===== config.mk =====
export PLATFORM = sky130hd
export DESIGN_NAME = tt_ctrl_seq_flat
export DESIGN_NICKNAME = d
export VERILOG_FILES = /design/src/rtl/tt_ctrl_pkg.sv /design/src/rtl/tt_ctrl_seq_if.sv /design/src/rtl/tt_ctrl_seq.sv /design/src/flat_wrapper.sv
export SDC_FILE = /design/constraint.sdc
export NUM_CORES = 1
export LEC_CHECK = 0
export BUFFER_PORTS_ARGS = -buffer_cell sky130_fd_sc_hd__buf_2
export CORE_MARGIN = 2
export CORE_UTILIZATION = 38
export CTS_CLUSTER_SIZE = 30
export DETAILED_ROUTE_END_ITERATION = 12
export SLEW_MARGIN = 20
export SYNTH_ARGS = -nofsm -noshare
export SYNTH_HDL_FRONTEND = slang
export SYNTH_SLANG_ARGS = --single-unit

===== constraint.sdc =====
create_clock -name clk -period 2.1 [get_ports clk]
set_input_delay 0.105 -clock clk [delete_from_list [all_inputs] [get_ports clk]]
set_output_delay 0.105 -clock clk [all_outputs]
set_load 0.01 [all_outputs]

===== src/rtl/tt_ctrl_pkg.sv =====
// Shared definitions for the ctrl-pad sequencer and decoder models.
package tt_ctrl_pkg;

  // Sequencer states, in the order the pulse train visits them.
  typedef enum logic [2:0] {
    StIdle,
    StEnaOff,
    StRst,
    StRstGap,
    StIncHi,
    StIncLo,
    StSettle,
    StFinish
  } tt_ctrl_seq_state_t;

  localparam int unsigned PulseCycDef  = 4;
  localparam int unsigned SettleCycDef = 8;

  function automatic int unsigned max_u(input int unsigned a, input int unsigned b);
    return (a > b) ? a : b;
  endfunction

endpackage


===== src/rtl/tt_ctrl_seq_if.sv =====
// Request/status/pad bundle between a ctrl-pad sequencer and its user.
interface tt_ctrl_seq_if #(
  parameter int unsigned ADDR_W = 10
) ();

  logic              req_valid;
  logic              req_ready;
  logic [ADDR_W-1:0] req_addr;
  logic              req_ena;
  logic              busy;
  logic              done;
  logic              ctrl_sel_rst_n;
  logic              ctrl_sel_inc;
  logic              ctrl_ena;

  // Requester side (bring-up harness, self-test engine).
  modport master (
    output req_valid, req_addr, req_ena,
    input  req_ready, busy, done, ctrl_sel_rst_n, ctrl_sel_inc, ctrl_ena
  );

  // Sequencer side.
  modport slave (
    input  req_valid, req_addr, req_ena,
    output req_ready, busy, done, ctrl_sel_rst_n, ctrl_sel_inc, ctrl_ena
  );

endinterface


===== src/rtl/tt_ctrl_seq.sv =====
// Ctrl-pad transmit sequencer: disable, reset select counter, N increments, settle, re-enable.
module tt_ctrl_seq
  import tt_ctrl_pkg::*;
#(
  parameter int unsigned ADDR_W     = 10,
  parameter int unsigned PULSE_CYC  = PulseCycDef,
  parameter int unsigned SETTLE_CYC = SettleCycDef
) (
  input  logic          clk,
  input  logic          rst,
  tt_ctrl_seq_if.slave  bus
);

  localparam int unsigned TmrMax = max_u(PULSE_CYC, SETTLE_CYC);
  localparam int unsigned TmrW   = $clog2(TmrMax + 1);

  localparam logic [TmrW-1:0] PulseLoad  = TmrW'(PULSE_CYC - 1);
  localparam logic [TmrW-1:0] SettleLoad = TmrW'(SETTLE_CYC - 1);

  tt_ctrl_seq_state_t r_state, w_state_d;
  logic [TmrW-1:0]    r_tmr, w_tmr_d;
  logic [ADDR_W-1:0]  r_cnt, w_cnt_d;
  logic               r_en_q, w_en_q_d;

  // Output flops: every pad/status output comes straight from one of these.
  logic r_req_ready, w_req_ready_d;
  logic r_busy, w_busy_d;
  logic r_done, w_done_d;
  logic r_sel_rst_n, w_sel_rst_n_d;
  logic r_sel_inc, w_sel_inc_d;
  logic r_ena, w_ena_d;

  logic w_xfer;
  logic w_tmr_zero;

  // r_req_ready is only ever high while r_state is StIdle.
  assign w_xfer     = bus.req_valid & r_req_ready;
  assign w_tmr_zero = (r_tmr == '0);

  // State, timer and pulse counter registers.
  always_ff @(posedge clk or posedge rst) begin
    if (rst) begin
      r_state <= StIdle;
      r_tmr   <= '0;
      r_cnt   <= '0;
      r_en_q  <= 1'b0;
    end else begin
      r_state <= w_state_d;
      r_tmr   <= w_tmr_d;
      r_cnt   <= w_cnt_d;
      r_en_q  <= w_en_q_d;
    end
  end

  // Next-state, timer reload and increment bookkeeping.
  always_comb begin
    w_state_d = r_state;
    w_tmr_d   = r_tmr;
    w_cnt_d   = r_cnt;
    w_en_q_d  = r_en_q;

    unique case (r_state)
      StIdle: begin
        if (w_xfer) begin
          w_state_d = StEnaOff;
          w_cnt_d   = bus.req_addr;
          w_en_q_d  = bus.req_ena;
        end
      end
      StEnaOff: if (w_tmr_zero) w_state_d = StRst;
      StRst:    if (w_tmr_zero) w_state_d = StRstGap;
      StRstGap: begin
        if (w_tmr_zero) w_state_d = (r_cnt != '0) ? StIncHi : StSettle;
      end
      StIncHi:  if (w_tmr_zero) w_state_d = StIncLo;
      StIncLo: begin
        // One pulse completes at the end of its low phase; cnt is never zero here.
        if (w_tmr_zero) begin
          w_cnt_d   = r_cnt - 1'b1;
          w_state_d = (w_cnt_d != '0) ? StIncHi : StSettle;
        end
      end
      StSettle: if (w_tmr_zero) w_state_d = StFinish;
      StFinish: w_state_d = StIdle;
      default:  w_state_d = StIdle;
    endcase

    // Single down-counter, reloaded on every state change (including IncLo -> IncHi).
    if (w_state_d != r_state) begin
      unique case (w_state_d)
        StEnaOff, StSettle:                  w_tmr_d = SettleLoad;
        StRst, StRstGap, StIncHi, StIncLo:   w_tmr_d = PulseLoad;
        default:                             w_tmr_d = '0;
      endcase
    end else if (!w_tmr_zero) begin
      w_tmr_d = r_tmr - 1'b1;
    end
  end

  // Output values for the state being entered, so the flops line up with r_state.
  always_comb begin
    w_req_ready_d = (w_state_d == StIdle);
    w_busy_d      = (w_state_d != StIdle);
    w_done_d      = (w_state_d == StFinish);
    w_sel_rst_n_d = (w_state_d != StRst);
    w_sel_inc_d   = (w_state_d == StIncHi);
    unique case (w_state_d)
      StIdle:   w_ena_d = r_ena;
      StFinish: w_ena_d = r_en_q;
      default:  w_ena_d = 1'b0;
    endcase
  end

  // Output registers; async reset drives pads to their safe values immediately.
  always_ff @(posedge clk or posedge rst) begin
    if (rst) begin
      r_req_ready <= 1'b0;
      r_busy      <= 1'b0;
      r_done      <= 1'b0;
      r_sel_rst_n <= 1'b0;
      r_sel_inc   <= 1'b0;
      r_ena       <= 1'b0;
    end else begin
      r_req_ready <= w_req_ready_d;
      r_busy      <= w_busy_d;
      r_done      <= w_done_d;
      r_sel_rst_n <= w_sel_rst_n_d;
      r_sel_inc   <= w_sel_inc_d;
      r_ena       <= w_ena_d;
    end
  end

  assign bus.req_ready      = r_req_ready;
  assign bus.busy           = r_busy;
  assign bus.done           = r_done;
  assign bus.ctrl_sel_rst_n = r_sel_rst_n;
  assign bus.ctrl_sel_inc   = r_sel_inc;
  assign bus.ctrl_ena       = r_ena;

endmodule

===== src/flat_wrapper.sv =====
// flat-port wrapper written by rule: the top's interface ports become plain ports
module tt_ctrl_seq_flat import tt_ctrl_pkg::*;
#(
  parameter int unsigned ADDR_W     = 10,
  parameter int unsigned PULSE_CYC  = PulseCycDef,
  parameter int unsigned SETTLE_CYC = SettleCycDef
)
  (clk, rst, bus_req_valid, bus_req_addr, bus_req_ena, bus_req_ready, bus_busy, bus_done, bus_ctrl_sel_rst_n, bus_ctrl_sel_inc, bus_ctrl_ena);
  tt_ctrl_seq_if #(.ADDR_W(ADDR_W)) bus_i ();
  input  logic clk;
  input  logic rst;
  input wire logic [$bits(bus_i.req_valid)-1:0] bus_req_valid;
  input wire logic [$bits(bus_i.req_addr)-1:0] bus_req_addr;
  input wire logic [$bits(bus_i.req_ena)-1:0] bus_req_ena;
  output wire logic [$bits(bus_i.req_ready)-1:0] bus_req_ready;
  output wire logic [$bits(bus_i.busy)-1:0] bus_busy;
  output wire logic [$bits(bus_i.done)-1:0] bus_done;
  output wire logic [$bits(bus_i.ctrl_sel_rst_n)-1:0] bus_ctrl_sel_rst_n;
  output wire logic [$bits(bus_i.ctrl_sel_inc)-1:0] bus_ctrl_sel_inc;
  output wire logic [$bits(bus_i.ctrl_ena)-1:0] bus_ctrl_ena;
  assign bus_i.req_valid = bus_req_valid;
  assign bus_i.req_addr = bus_req_addr;
  assign bus_i.req_ena = bus_req_ena;
  assign bus_req_ready = bus_i.req_ready;
  assign bus_busy = bus_i.busy;
  assign bus_done = bus_i.done;
  assign bus_ctrl_sel_rst_n = bus_i.ctrl_sel_rst_n;
  assign bus_ctrl_sel_inc = bus_i.ctrl_sel_inc;
  assign bus_ctrl_ena = bus_i.ctrl_ena;
  tt_ctrl_seq #(.ADDR_W(ADDR_W), .PULSE_CYC(PULSE_CYC), .SETTLE_CYC(SETTLE_CYC)) u_core (.clk(clk), .rst(rst), .bus(bus_i));
endmodule

# Word-level counts from Yosys, hierarchy flattened
# Cells that the tools add are included.
# W data, S select, Z words.
word_totals:
  register_bits: 24
  inputBits: 14
  out_inout_bits: 6
  wordCells: 60
op_classes:
  addsub: 2
  n_eq_ne: 19
  n_mux: 17
  bitwise_logic: 1
  reduce_logical: 11
op_table:
  columns: ["operator", "n"]
  rows:
  - ["$eq A3 B3 Y1 const B", 8]
  - ["$pmux W3 S8", 1]
  - ["$mux W3", 7]
  - ["$mux W10", 2]
  - ["$pmux W10 S2", 1]
  - ["$reduce_bool A10 Y1", 2]
  - ["$eq A3 B2 Y1 const B", 4]
  - ["$sub A10 B1 Y10 const B", 1]
  - ["$mux W4", 2]
  - ["$eq A3 B1 Y1 const B", 2]
  - ["$logic_not A3 Y1", 2]
  - ["$pmux W3 S2", 1]
  - ["$logic_not A4 Y1", 1]
  - ["$mux W2", 2]
  - ["$ne A2 B1 Y1 const B", 2]
  - ["$reduce_or A4 Y1", 1]
  - ["$sub A4 B1 Y4 const B", 1]
  - ["$ne A3 B2 Y1 const B", 1]
  - ["$ne A3 B3 Y1", 1]
  - ["$reduce_and A3 Y1", 1]
  - ["$reduce_bool A3 Y1", 1]
  - ["$ne A2 B2 Y1 const B", 1]
  - ["$pmux W1 S2", 1]
  - ["$reduce_and A2 Y1", 1]
  - ["3 further kinds", 3]

# Depth between registers and ports, before layout
logic_depth:
  ltp_word: 9
  depth_mapped: 9
  ltp_nobuf: 8

# Worst setup path before layout
# Ideal clock, no wire load.
synth_path:
  kind: "register -> register"
  startpoint: "reg u_core.r_cnt[0]"
  endpoint: "reg u_core.r_ena, in the netlist u_core.bus.ctrl_ena"
  setup_ps: 79
  arrival_time_ps: 1892
  required_time_ps: 2021
  slack_ps: 129
  path_stages_with_launch: 10
  path_buffers: 2
  path_cell_list: "dfrtp_1 buf_2 inv_1 ha_1 o21bai_1 a211o_2 a32oi_1 a31o_1 buf_6 mux2i_1"
synth_between:
  elab_chain_len: 7
  word_cells_on_any_way: 11
  classes_between: "add/sub (1); eq/ne (1); mux (6); reduce/logical (3)"
synth_lines:
  columns: ["element", "line_no", "source"]
  rows:
  - ["start: declaration", "tt_ctrl_seq.sv:22", "logic [ADDR_W-1:0] r_cnt, w_cnt_d;"]
  - ["start signal: assignment", "tt_ctrl_seq.sv:50", "r_cnt <= w_cnt_d;"]
  - ["$sub A10 B1 Y10", "tt_ctrl_seq.sv:79", "w_cnt_d = r_cnt - 1'b1;"]
  - ["$reduce_bool A10 Y1", "tt_ctrl_seq.sv:80", "w_state_d = (w_cnt_d != '0) ? StIncHi : StSettle;"]
  - ["$mux W2", "tt_ctrl_seq.sv:80", null]
  - ["$mux W3", "tt_ctrl_seq.sv:78", "if (w_tmr_zero) begin"]
  - ["$pmux W3 S8 (*)", "tt_ctrl_seq.sv:62", "unique case (r_state)"]
  - ["via u_core.w_state_d[1]", "tt_ctrl_seq.sv:20", "tt_ctrl_seq_state_t r_state, w_state_d;"]
  - ["$eq A3 B3 Y1 / $logic_not A3 Y1 (equally long branches)", "tt_ctrl_seq.sv:107", "unique case (w_state_d)"]
  - ["$pmux W1 S2", "tt_ctrl_seq.sv:107", null]
  - ["end signal: assignment", "tt_ctrl_seq.sv:129", "r_ena <= w_ena_d;"]
  - ["end: declaration", "tt_ctrl_seq.sv:31", "logic r_ena, w_ena_d;"]
# Mark *: on every way through the listed nets, which the timed path passes. The rest lies on a longest branch.
# A chain may end at the register's enable or synchronous reset.

# Worst setup path in the final report
layout_path:
  startpoint: "reg u_core.r_tmr[0]"
  endpoint: "reg u_core.r_tmr[2]"
layout_between:
  elab_chain_len: 7
  word_cells_on_any_way: 22
  classes_between: "add/sub (1); eq/ne (8); mux (10); reduce/logical (3)"
layout_lines:
  columns: ["element", "line_no", "source"]
  rows:
  - ["start: declaration", "tt_ctrl_seq.sv:21", "logic [TmrW-1:0] r_tmr, w_tmr_d;"]
  - ["start signal: assignment", "tt_ctrl_seq.sv:49", "r_tmr <= w_tmr_d;"]
  - ["$logic_not A4 Y1 (*)", "tt_ctrl_seq.sv:38", "assign w_tmr_zero = (r_tmr == '0);"]
  - ["$mux W3 (tied with other cells)", "tt_ctrl_seq.sv:83", "StSettle: if (w_tmr_zero) w_state_d = StFinish;"]
  - ["$pmux W3 S8 (*)", "tt_ctrl_seq.sv:62", null]
  - ["via u_core.w_state_d[0]", "tt_ctrl_seq.sv:20", null]
  - ["$eq A3 B2 Y1 (tied with other cells)", "tt_ctrl_seq.sv:90", "unique case (w_state_d)"]
  - ["$reduce_or A4 Y1 / $reduce_or A2 Y1 (equally long branches)", "tt_ctrl_seq.sv:90", null]
  - ["$pmux W3 S2", "tt_ctrl_seq.sv:90", null]
  - ["$mux W4", "tt_ctrl_seq.sv:89", "if (w_state_d != r_state) begin"]
# Mark *: on every way through the listed nets, which the timed path passes. The rest lies on a longest branch. The select of a mux whose other input is x is not followed.

==> impl_metrics.toml <==
[setup_path]
cp.required_ns = 2.28
rrSetupSlack_ns = 0.13
path_max_fanout = 7
timing.rr.start = "u_core.r_tmr[0]"
worstSetupPathType = "reg2reg"
startpoint_type = "flop"
r2r_end = "u_core.r_tmr[2]"
cp_data_arrival_time_ns = 2.15
cp-end-kind = "flop"
cp-startpoint = "u_core.r_tmr[0]"
r2r_cells = 8

[grt]
grt-ovfl-total = 0
track_usage = 0.190
antenna_found_initial = 0
grt_pass1_wl_mm = 6.62
grt_start_max_net_pins = 25
grt_pass1_vias = 1407

[sta]
setup_viol = 0
slew_headroom = 0.757
period_minus_slack_ns = 1.97
slew_violations = 0
hold_viol = 0
timing.clock.skew_ns = 0.00205
rsz0062_at_grt = "no"
max_freq_mhz = 507
post-route-period-util = 0.939
worstMarginPinSlew_ns = 0.362
hold_ws_ns = 0.0564

[routing]
drt_wl_total_mm = 3.69
wl_per_cell_um = 14.4
drc = 0
dr.pass1.iters = 4
drtIter0Drc = 87
vias = 1420
routed_via_density = 5.53
postRouteAntennaNets = 0

[die]
initial_core_util = 0.389
die_area_sq_um = 4600
std_cell_rows = 23
num_io_pins = 20
die_h_um = 67.8
coreArea_sq_um = 3970
die_w_um = 67.8

[clocking]
cts-root-buf = "clkbuf_8"
cts.sinks = 24
cts_tree = "built"
numCtsBuffers = 3
worst_skew_pair.late_latency_ns = 0.28
clockBufferDepth = 2
cts.clk_slew.worst_paths_ns = 0.09
cts_max_level = 1

[min_path]
hold_path_depth = 3
min-delay-start = "bus_req_addr[0]"
min_path_type = "in2reg"
hold_path_end = "u_core.r_cnt[0]"

[synth]
synthArstFlopShare = 1.00
yosys-top-cells-area = "dfrtp_1 39%, a21oi_1 5.2%, o21ai_0 4.5%"
netlist-cell-type-count = 52
synth_fp_nets = 196
ys_seq_elements = 24
synth.top_cell.area_share = 0.388
synth-main-ff-cell = "dfrtp_1"
yosysTopAreaCell = "dfrtp_1"
ys_warn_count = 0
synth_edf_count = 0
yosysMostFrequentCell = "dfrtp_1"
yosys-top-cells-count = "24 x dfrtp_1, 16 x a21oi_1, 15 x nand2_1"
avgSynthCellArea_sq_um = 8.64
ys_seq_area_frac = 0.388
synth_area_sq_um = 1550
synthCells = 179

[pwr]
p_comb_frac = 0.528
power_density_nw_per_um2 = 1500
p_switching_uw = 1200
internal-power_uw = 1600
p_clk_frac = 0.151
vdd_drop_max_mv = 0.580
seqPwrFrac = 0.321
power.share.switching = 0.428
power.leakage_uw = 0.000835

[cells_and_area]
fillers = 391
final_cell_count_no_fill = 257
final_area_sq_um = 1860
final_util = 0.468
fin_nets = 225
n_antenna_cell = 0
area_delta_synth_final_pct = 20.3
layout-drive-gt1-share = 0.285

[job]
maxCapViolCount = 0

[place]
placedCellCount = 251
globalplace.congestion = 0.825
placed_cell_area_sq_um = 1730
io_buffers = 19
dp_hpwl_mm = 2.69

[run_status]
status = "complete, no violations"
## flip-flops by register name, indices dropped and copies added (netlist names)
name / count
u_core.bus.req_ready: 1
u_core.bus.ctrl_sel_inc: 1
u_core.bus.ctrl_ena: 1
u_core.bus.done: 1
u_core.r_state: 3
u_core.r_cnt: 10
u_core.bus.busy: 1
u_core.bus.ctrl_sel_rst_n: 1
u_core.r_en_q: 1
u_core.r_tmr: 4
## kinds of logic (layout without fill, tap and decap cells)
logic type	Yosys count	count (layout)	synth area share
simple gates	67	67	0.238
buf+inv	23	51	0.0785
xor+xnor	2	2	0.0113
fa+ha+maj	3	3	0.0243
mux	3	3	0.0210
flops	24	24	0.388
compound gates	57	57	0.239
## layout by cell type, fill, tap and decap left out, types with 3 or more instances in the layout
cell type	instances
a21oi_1	15
inv_1	11
nand2_1	15
nor2_1	14
nor3_1	8
o21ai_0	14
o22ai_1	3
nand3_1	6
dfrtp_1	24
buf_2	19
a211oi_1	4
buf_4	15
clkbuf_8	3
## per-stage QoR
step | TNS (ns) | worst slack (ns) | total power [uW]
after floorplan | 0 | 0.129 | 1930
after global placement | 0 | 0.0683 | 2210
after detailed placement | -0.00737 | -0.00737 | 2270
after CTS | 0 | 0.0461 | 2720
after global routing | 0 | 0.00958 | 3060
final | 0 | 0.129 | 2790
## how the worst max path moves through the flow
stage | end | slack [ns] | cells after the start
2_1_floorplan | u_core.bus.ctrl_ena | 0.13 | 9
3_3_place_gp | u_core.r_tmr[2] | 0.07 | 8
3_5_place_dp | u_core.bus.ctrl_ena | -0.007 | 6
6_report | u_core.r_tmr[2] | 0.13 | 8
4_1_cts | u_core.r_tmr[2] | 0.05 | 8
5_1_grt | u_core.r_tmr[2] | 0.01 | 8
## area by class of cell
type                    instances  area (sq um)  share of cell area
clock inverters                 1          30.0              0.0161
clock buffers                   3          41.3              0.0222
multi-input cells             132           862               0.463
inverters                      12          46.3              0.0249
well taps                      50          62.6              0.0336
flip-flops and latches         24           601               0.323
repair buffers                 35           218               0.117
## critical path, cell delays in order, from the launching register on
cell and delay [ns]:
dfrtp_1 0.40, inv_1 0.09, ha_2 0.22, or3b_4 0.45
a31oi_2 0.22, o211ai_2 0.15, clkinv_2 0.11, nor3_1 0.05
a21o_1 0.19
## per-layer routing
layer / vias up / GRT usage / share of wire
met1: 682 / 0.255 / 0.45
met2: 30 / 0.322 / 0.51
met3: 5 / 0.0200 / 0.031
met5: - / 0 / 0
li1: 703 / - / -
met4: 0 / 0.0600 / 0.015
## power by group through the flow
stage | Sequential, uW | Combinational (uW) | Clock (uW)
2_1_floorplan | 814 | 1120 | 0
3_3_place_gp | 882 | 1330 | 0
3_5_place_dp | 894 | 1380 | 0
4_1_cts | 889 | 1400 | 431
5_1_grt | 938 | 1670 | 445
6_report | 897 | 1470 | 421
## what timing repair did
item	in CTS	in global routing
gates resized for setup	2	8
endpoints found under the setup margin	4	14
cloned	0	0
hold buffers	1	0
pin swaps	0	1
hold endpoints to repair	24	0
setup buffers	0	1
Note: power is estimated with default switching activity, not from simulation.
